==> src/rtl/eval_seq_pkg.sv <==
// rtl/eval_seq_pkg.sv - shared states, defaults and memory field layout for eval_sequencer
package eval_seq_pkg;

    typedef enum logic [2:0] {
        ST_IDLE,
        ST_RD_IN,
        ST_RD_EXP,
        ST_LAT_EXP,
        ST_SETTLE,
        ST_COMPARE,
        ST_DONE,
        ST_ACK
    } state_t;

    localparam int N_OUT_DEF = 8;
    localparam int SUM_W_DEF = 32;

    // Odd table words: expected outputs in the low field, valid mask directly above.
    localparam int EXP_LSB   = 0;
    localparam int VALID_LSB = N_OUT_DEF;

    function automatic logic [31:0] clamp_count(input logic [31:0] req, input logic [31:0] lim);
        return (req > lim) ? lim : req;
    endfunction

endpackage

==> src/rtl/eval_err_accum.sv <==
// rtl/eval_err_accum.sv - per-output saturating mismatch accumulators
module eval_err_accum #(
    parameter int N_OUT = 8,
    parameter int SUM_W = 32
) (
    input  logic                   clk,
    input  logic                   reset,
    input  logic                   clear,
    input  logic                   en,
    input  logic [N_OUT-1:0]       err,
    output logic [N_OUT*SUM_W-1:0] sums
);

    logic [SUM_W-1:0] sum_q [N_OUT];

    always_ff @(posedge clk) begin
        if (reset || clear) begin
            for (int k = 0; k < N_OUT; k++) begin
                sum_q[k] <= '0;
            end
        end else if (en) begin
            for (int k = 0; k < N_OUT; k++) begin
                // A lane pinned at all-ones stays there; the others keep counting.
                if (err[k] && (sum_q[k] != {SUM_W{1'b1}})) begin
                    sum_q[k] <= sum_q[k] + SUM_W'(1);
                end
            end
        end
    end

    for (genvar g = 0; g < N_OUT; g++) begin : g_lane
        assign sums[g*SUM_W +: SUM_W] = sum_q[g];
    end

endmodule

==> src/rtl/eval_sequencer.sv <==
// rtl/eval_sequencer.sv - runs one fitness evaluation over the test-vector table and reports via done/feedback
module eval_sequencer
    import eval_seq_pkg::*;
#(
    parameter int N_OUT  = N_OUT_DEF,
    parameter int IN_W   = 32,
    parameter int SUM_W  = SUM_W_DEF,
    parameter int ADDR_W = 16,
    parameter int SETTLE = 4
) (
    input  logic                   clk,
    input  logic                   reset,
    input  logic                   start_processing_chrom,
    input  logic [31:0]            sequences_to_process,
    input  logic                   done_processing_feedback,
    output logic                   ready_to_process,
    output logic                   done_processing_chrom,
    output logic [N_OUT*SUM_W-1:0] error_sum,
    output logic [ADDR_W-1:0]      mem_address,
    output logic                   mem_chipselect,
    output logic                   mem_clken,
    output logic                   mem_write,
    output logic [3:0]             mem_byteenable,
    input  logic [31:0]            mem_readdata,
    output logic [IN_W-1:0]        circ_in,
    input  logic [N_OUT-1:0]       circ_out
);

    localparam logic [31:0] N_MAX     = 32'(1) << (ADDR_W - 1);
    localparam int          CNT_W     = $clog2(SETTLE + 1);
    localparam int          VALID_OFS = EXP_LSB + N_OUT;

    state_t             state_q, state_d;
    logic [ADDR_W-1:0]  n_q, i_q;
    logic [CNT_W-1:0]   cnt_q;
    logic [N_OUT-1:0]   exp_q, valid_q;
    logic [IN_W-1:0]    circ_in_q;
    logic               done_q;
    logic [31:0]        n_req;
    logic               accept;
    logic               unused_bits;

    // Clamping n keeps 2i+1 inside the address space, so the address never wraps.
    assign n_req       = clamp_count(sequences_to_process, N_MAX);
    assign accept      = (state_q == ST_IDLE) && start_processing_chrom;
    assign unused_bits = ^{mem_readdata, n_req};

    always_comb begin
        state_d = state_q;
        case (state_q)
            ST_IDLE: begin
                if (start_processing_chrom) begin
                    state_d = (n_req == 32'd0) ? ST_DONE : ST_RD_IN;
                end
            end
            ST_RD_IN:   state_d = ST_RD_EXP;
            ST_RD_EXP:  state_d = ST_LAT_EXP;
            ST_LAT_EXP: state_d = ST_SETTLE;
            ST_SETTLE: begin
                if (cnt_q == CNT_W'(1)) begin
                    state_d = ST_COMPARE;
                end
            end
            ST_COMPARE: begin
                state_d = ((i_q + ADDR_W'(1)) == n_q) ? ST_DONE : ST_RD_IN;
            end
            ST_DONE: begin
                if (done_processing_feedback) begin
                    state_d = ST_ACK;
                end
            end
            ST_ACK: begin
                if (!done_processing_feedback && !start_processing_chrom) begin
                    state_d = ST_IDLE;
                end
            end
            default: state_d = ST_IDLE;
        endcase
    end

    always_ff @(posedge clk) begin
        if (reset) begin
            state_q   <= ST_IDLE;
            n_q       <= '0;
            i_q       <= '0;
            cnt_q     <= '0;
            exp_q     <= '0;
            valid_q   <= '0;
            circ_in_q <= '0;
            done_q    <= 1'b0;
        end else begin
            state_q <= state_d;
            // Done is registered off the DONE state and drops as soon as feedback is seen.
            done_q  <= (state_q == ST_DONE) && !done_processing_feedback;
            case (state_q)
                ST_IDLE: begin
                    if (start_processing_chrom) begin
                        n_q <= n_req[ADDR_W-1:0];
                        i_q <= '0;
                    end
                end
                ST_RD_EXP: circ_in_q <= IN_W'(mem_readdata);
                ST_LAT_EXP: begin
                    exp_q   <= mem_readdata[EXP_LSB +: N_OUT];
                    valid_q <= mem_readdata[VALID_OFS +: N_OUT];
                    cnt_q   <= CNT_W'(SETTLE);
                end
                ST_SETTLE:  cnt_q <= cnt_q - CNT_W'(1);
                ST_COMPARE: i_q <= i_q + ADDR_W'(1);
                default: ;
            endcase
        end
    end

    eval_err_accum #(
        .N_OUT (N_OUT),
        .SUM_W (SUM_W)
    ) u_accum (
        .clk   (clk),
        .reset (reset),
        .clear (accept),
        .en    (state_q == ST_COMPARE),
        .err   ((circ_out ^ exp_q) & valid_q),
        .sums  (error_sum)
    );

    assign ready_to_process      = (state_q == ST_IDLE);
    assign done_processing_chrom = done_q;
    assign mem_chipselect        = (state_q == ST_RD_IN) || (state_q == ST_RD_EXP);
    assign mem_clken             = mem_chipselect;
    assign mem_write             = 1'b0;
    assign mem_byteenable        = 4'hF;
    assign mem_address           = {i_q[ADDR_W-2:0], (state_q == ST_RD_EXP)};
    assign circ_in               = circ_in_q;

endmodule

==> config.mk <==
export PLATFORM = sky130hd
export DESIGN_NAME = eval_sequencer
export DESIGN_NICKNAME = d
export VERILOG_FILES = /design/src/rtl/eval_seq_pkg.sv /design/src/rtl/eval_err_accum.sv /design/src/rtl/eval_sequencer.sv
export SDC_FILE = /design/constraint.sdc
export NUM_CORES = 1
export LEC_CHECK = 0
export CAP_MARGIN = 5
export CORE_ASPECT_RATIO = 0.6
export CORE_UTILIZATION = 45
export DETAILED_ROUTE_END_ITERATION = 6
export PLACE_DENSITY = 0.73
export SYNTH_ARGS = -nofsm -noshare
export SYNTH_HDL_FRONTEND = slang
export SYNTH_SLANG_ARGS = --single-unit
==> constraint.sdc <==
create_clock -name clk -period 3.9 [get_ports clk]
set_input_delay 0.78 -clock clk [delete_from_list [all_inputs] [get_ports clk]]
set_output_delay 0.78 -clock clk [all_outputs]
set_load 0.02 [all_outputs]
==> results.ini <==
[status]
status = complete, no violations

[logic_synthesis]
yosysTopAreaCell = edfxtp_1
seq_area_frac_synth_pct = 53.6
synth_edf_count = 256
synth-async-reset-ratio_pct = 0
synthCells = 1761
synth.distinct_cells = 65
syn-cell-area_sq_mm = 0.0176
synth.area.top_cells = edfxtp_1 (44%), dfxtp_1 (9.9%), xor2_1 (8.6%), nor2_1 (6.4%), nand2_1 (4.5%)
ys.warnings.count = 0
synthFlopType = edfxtp_1
synth.avg_cell_area_sq_um = 10.0
synth_seq_cells = 343
synth_top_area_share_pct = 43.7

[clocking]
cts-root-buf = clkbuf_16
cts_buffers = 36
clk_pin_slew_ns = 0.06
clk_latency_ns = 0.51
cts-resized-gates = 0
tritoncts = done
cts-hold-fix-buffers = 0
htree_levels = 2
clock-sinks = 343
cts_setup_buffers = 0
cts_buffer_depth = 3

[sta]
hold_viol_final = 0
fin_crit_ns = 3.02
rsz0062_at_grt = false
clock.fmax_mhz = 331
tns_ns = 0
slew_headroom_pct = 36.2
tightest_slew_ns = 0.957
skew_ns = 0.0114
finalSetupViolCount = 0
layout_setup_ws_ns = 0.882
report.final.slew_viol_count = 0
period_share_pct = 77.4
holdWs_ns = 0.459

[routing]
vias = 14400
viasPerCell = 5.41
post_drt_wl_per_cell_microns = 17.9
drc = 0
routed_wirelength_microns = 47900
dr.pass1.iters = 5
antenna_left = 0
first_iter_violations = 1097

[worst_setup_path]
worstPathRequired_ns = 3.12
cp_cell_sequence = inv_2 > nand2_1 > or2_2 > inv_1 > clkdlybuf4s50_1
arrival_ns = 2.24
critPathCaptureType = primary output
crit_path_max_incr_delay_ns = 0.62
cp-start-kind = flip-flop
critPathKind = reg2out
slowest_stage = clkdlybuf4s50_1
critPathMaxFanout = 12

[place]
post-place-ws_ns = 0.778
io_buffer_count = 383
place_congestion = 0.885
placed_cells = 2604
dp_hpwl_microns = 34600

[finish]
nFillCells = 3169
final_cell_mix = clkdlybuf4s50_1 (382), nor2_1 (300), edfxtp_1 (256)
finalNetCount = 2216
final_cells = 2669
final_common_cell = clkdlybuf4s50_1
syn2layout_area_growth_pct = 30.3
layout-drive-gt1-share_pct = 4.69

[global_route]
antenna_found_initial = 3
overflow = 0
grt_pass1_vias = 13300
grt_first_pass_wirelength_microns = 75100
grt_max_degree = 39
track_usage_pct = 23.5

[die]
core_sq_mm = 0.0381
die_w_microns = 257
initial_core_util_pct = 46.2
io_pins = 389
dieArea_sq_mm = 0.0399
rows = 55
die_h_microns = 155

[pwr]
p_total_uw = 12200
power.static_leakage_uw = 0.00772
p_per_area_mw_per_mm2 = 532
peakVddDrop_v = 0.000306

[min_path]
hold_class = reg2reg

[run]
cap_violations = 0

-- cells in the mapped netlist (all sizes together) (9+ instances only) --
cell type  instances
o21ai             32
edfxtp           256
clkbuf            34
a22o              15
buf               51
or3               20
and3              45
xnor2             87
and4              30
inv               27
and2              11
nand4             62
nand2            213
nand3            103
nor3              29
nor2             301
xor2             172
a21oi             84
nor4              21
dfxtp             87
ha                11
or2                9
-- stage by stage --
stage	instance area, sq um	utilization (%)
floorplan	17600	-
finish	22900	60.2
CTS	22900	60.1
global placement	21800	57.3
global route	22900	60.2
detailed placement	21800	57.3
-- sequential cells by signal, summed over array words and instances, names as in the netlist --
name and cells:
circ_in 32, cnt_q 3, done_processing_chrom 1, exp_q 8, i_q 16, n_q 16
state_q 3, u_accum.sum_q 256, valid_q 8
-- cells by family (layout without fill, tap and decap cells) --
group / Yosys count / count (layout) / synth area share (%)
AOI/OAI and AO/OA: 162 / 162 / 5.60
adders and majority gates: 11 / 11 / 0.782
DFF: 343 / 343 / 53.6
and+or+nand+nor: 872 / 872 / 23.8
buffers and inverters: 112 / 502 / 3.35
other: 2 / 7 / 0.0427
xor gates and xnor gates: 259 / 259 / 12.9
-- power by group --
group / switching (uW) / internal (uW)
combinational: 1940 / 1520
sequential: 783 / 4710
clock: 1400 / 1850
total: 4130 / 8070
-- worst max-delay path: cells and delay by family, from the launching register on --
family / cells / cell delay (ns)
buffers and inverters: 3 / 0.87
flip-flops: 1 / 0.44
AND/OR/NAND/NOR: 2 / 0.41
-- routing by layer --
layer,track usage [%],part of all wire (%),vias to the layer above,wire [microns]
met5,0,0.027,-,13
met4,6.57,2.5,2,1220
met3,4.76,6.7,73,3230
met2,36.0,45,499,21500
met1,33.9,46,6950,21900
li1,-,-,6918,-
-- worst paths after layout --
path | start | to | slack [ns] | depth (start not counted)
setup reg to reg | u_accum.sum_q[0][163] | u_accum.sum_q[0][163] | 1.02 | 7
setup / recovery | state_q[0] | mem_address[0] | 0.88 | 5
hold / removal | circ_in[14] | circ_in[14] | 0.46 | 2
hold reg to reg | circ_in[14] | circ_in[14] | 0.46 | 2
-- layout make-up --
cell class	count	area, sq um	share of cell area [%]
diodes	2	5.00	0.0218
clock buffers	50	995	4.34
clock inverters	13	86.3	0.376
inverters	27	101	0.442
multi-input cells	1309	7620	33.2
flip-flops and latches	343	9430	41.1
well taps	513	642	2.80
repair buffers	412	4060	17.7
Power figures use the tool's default switching activity.
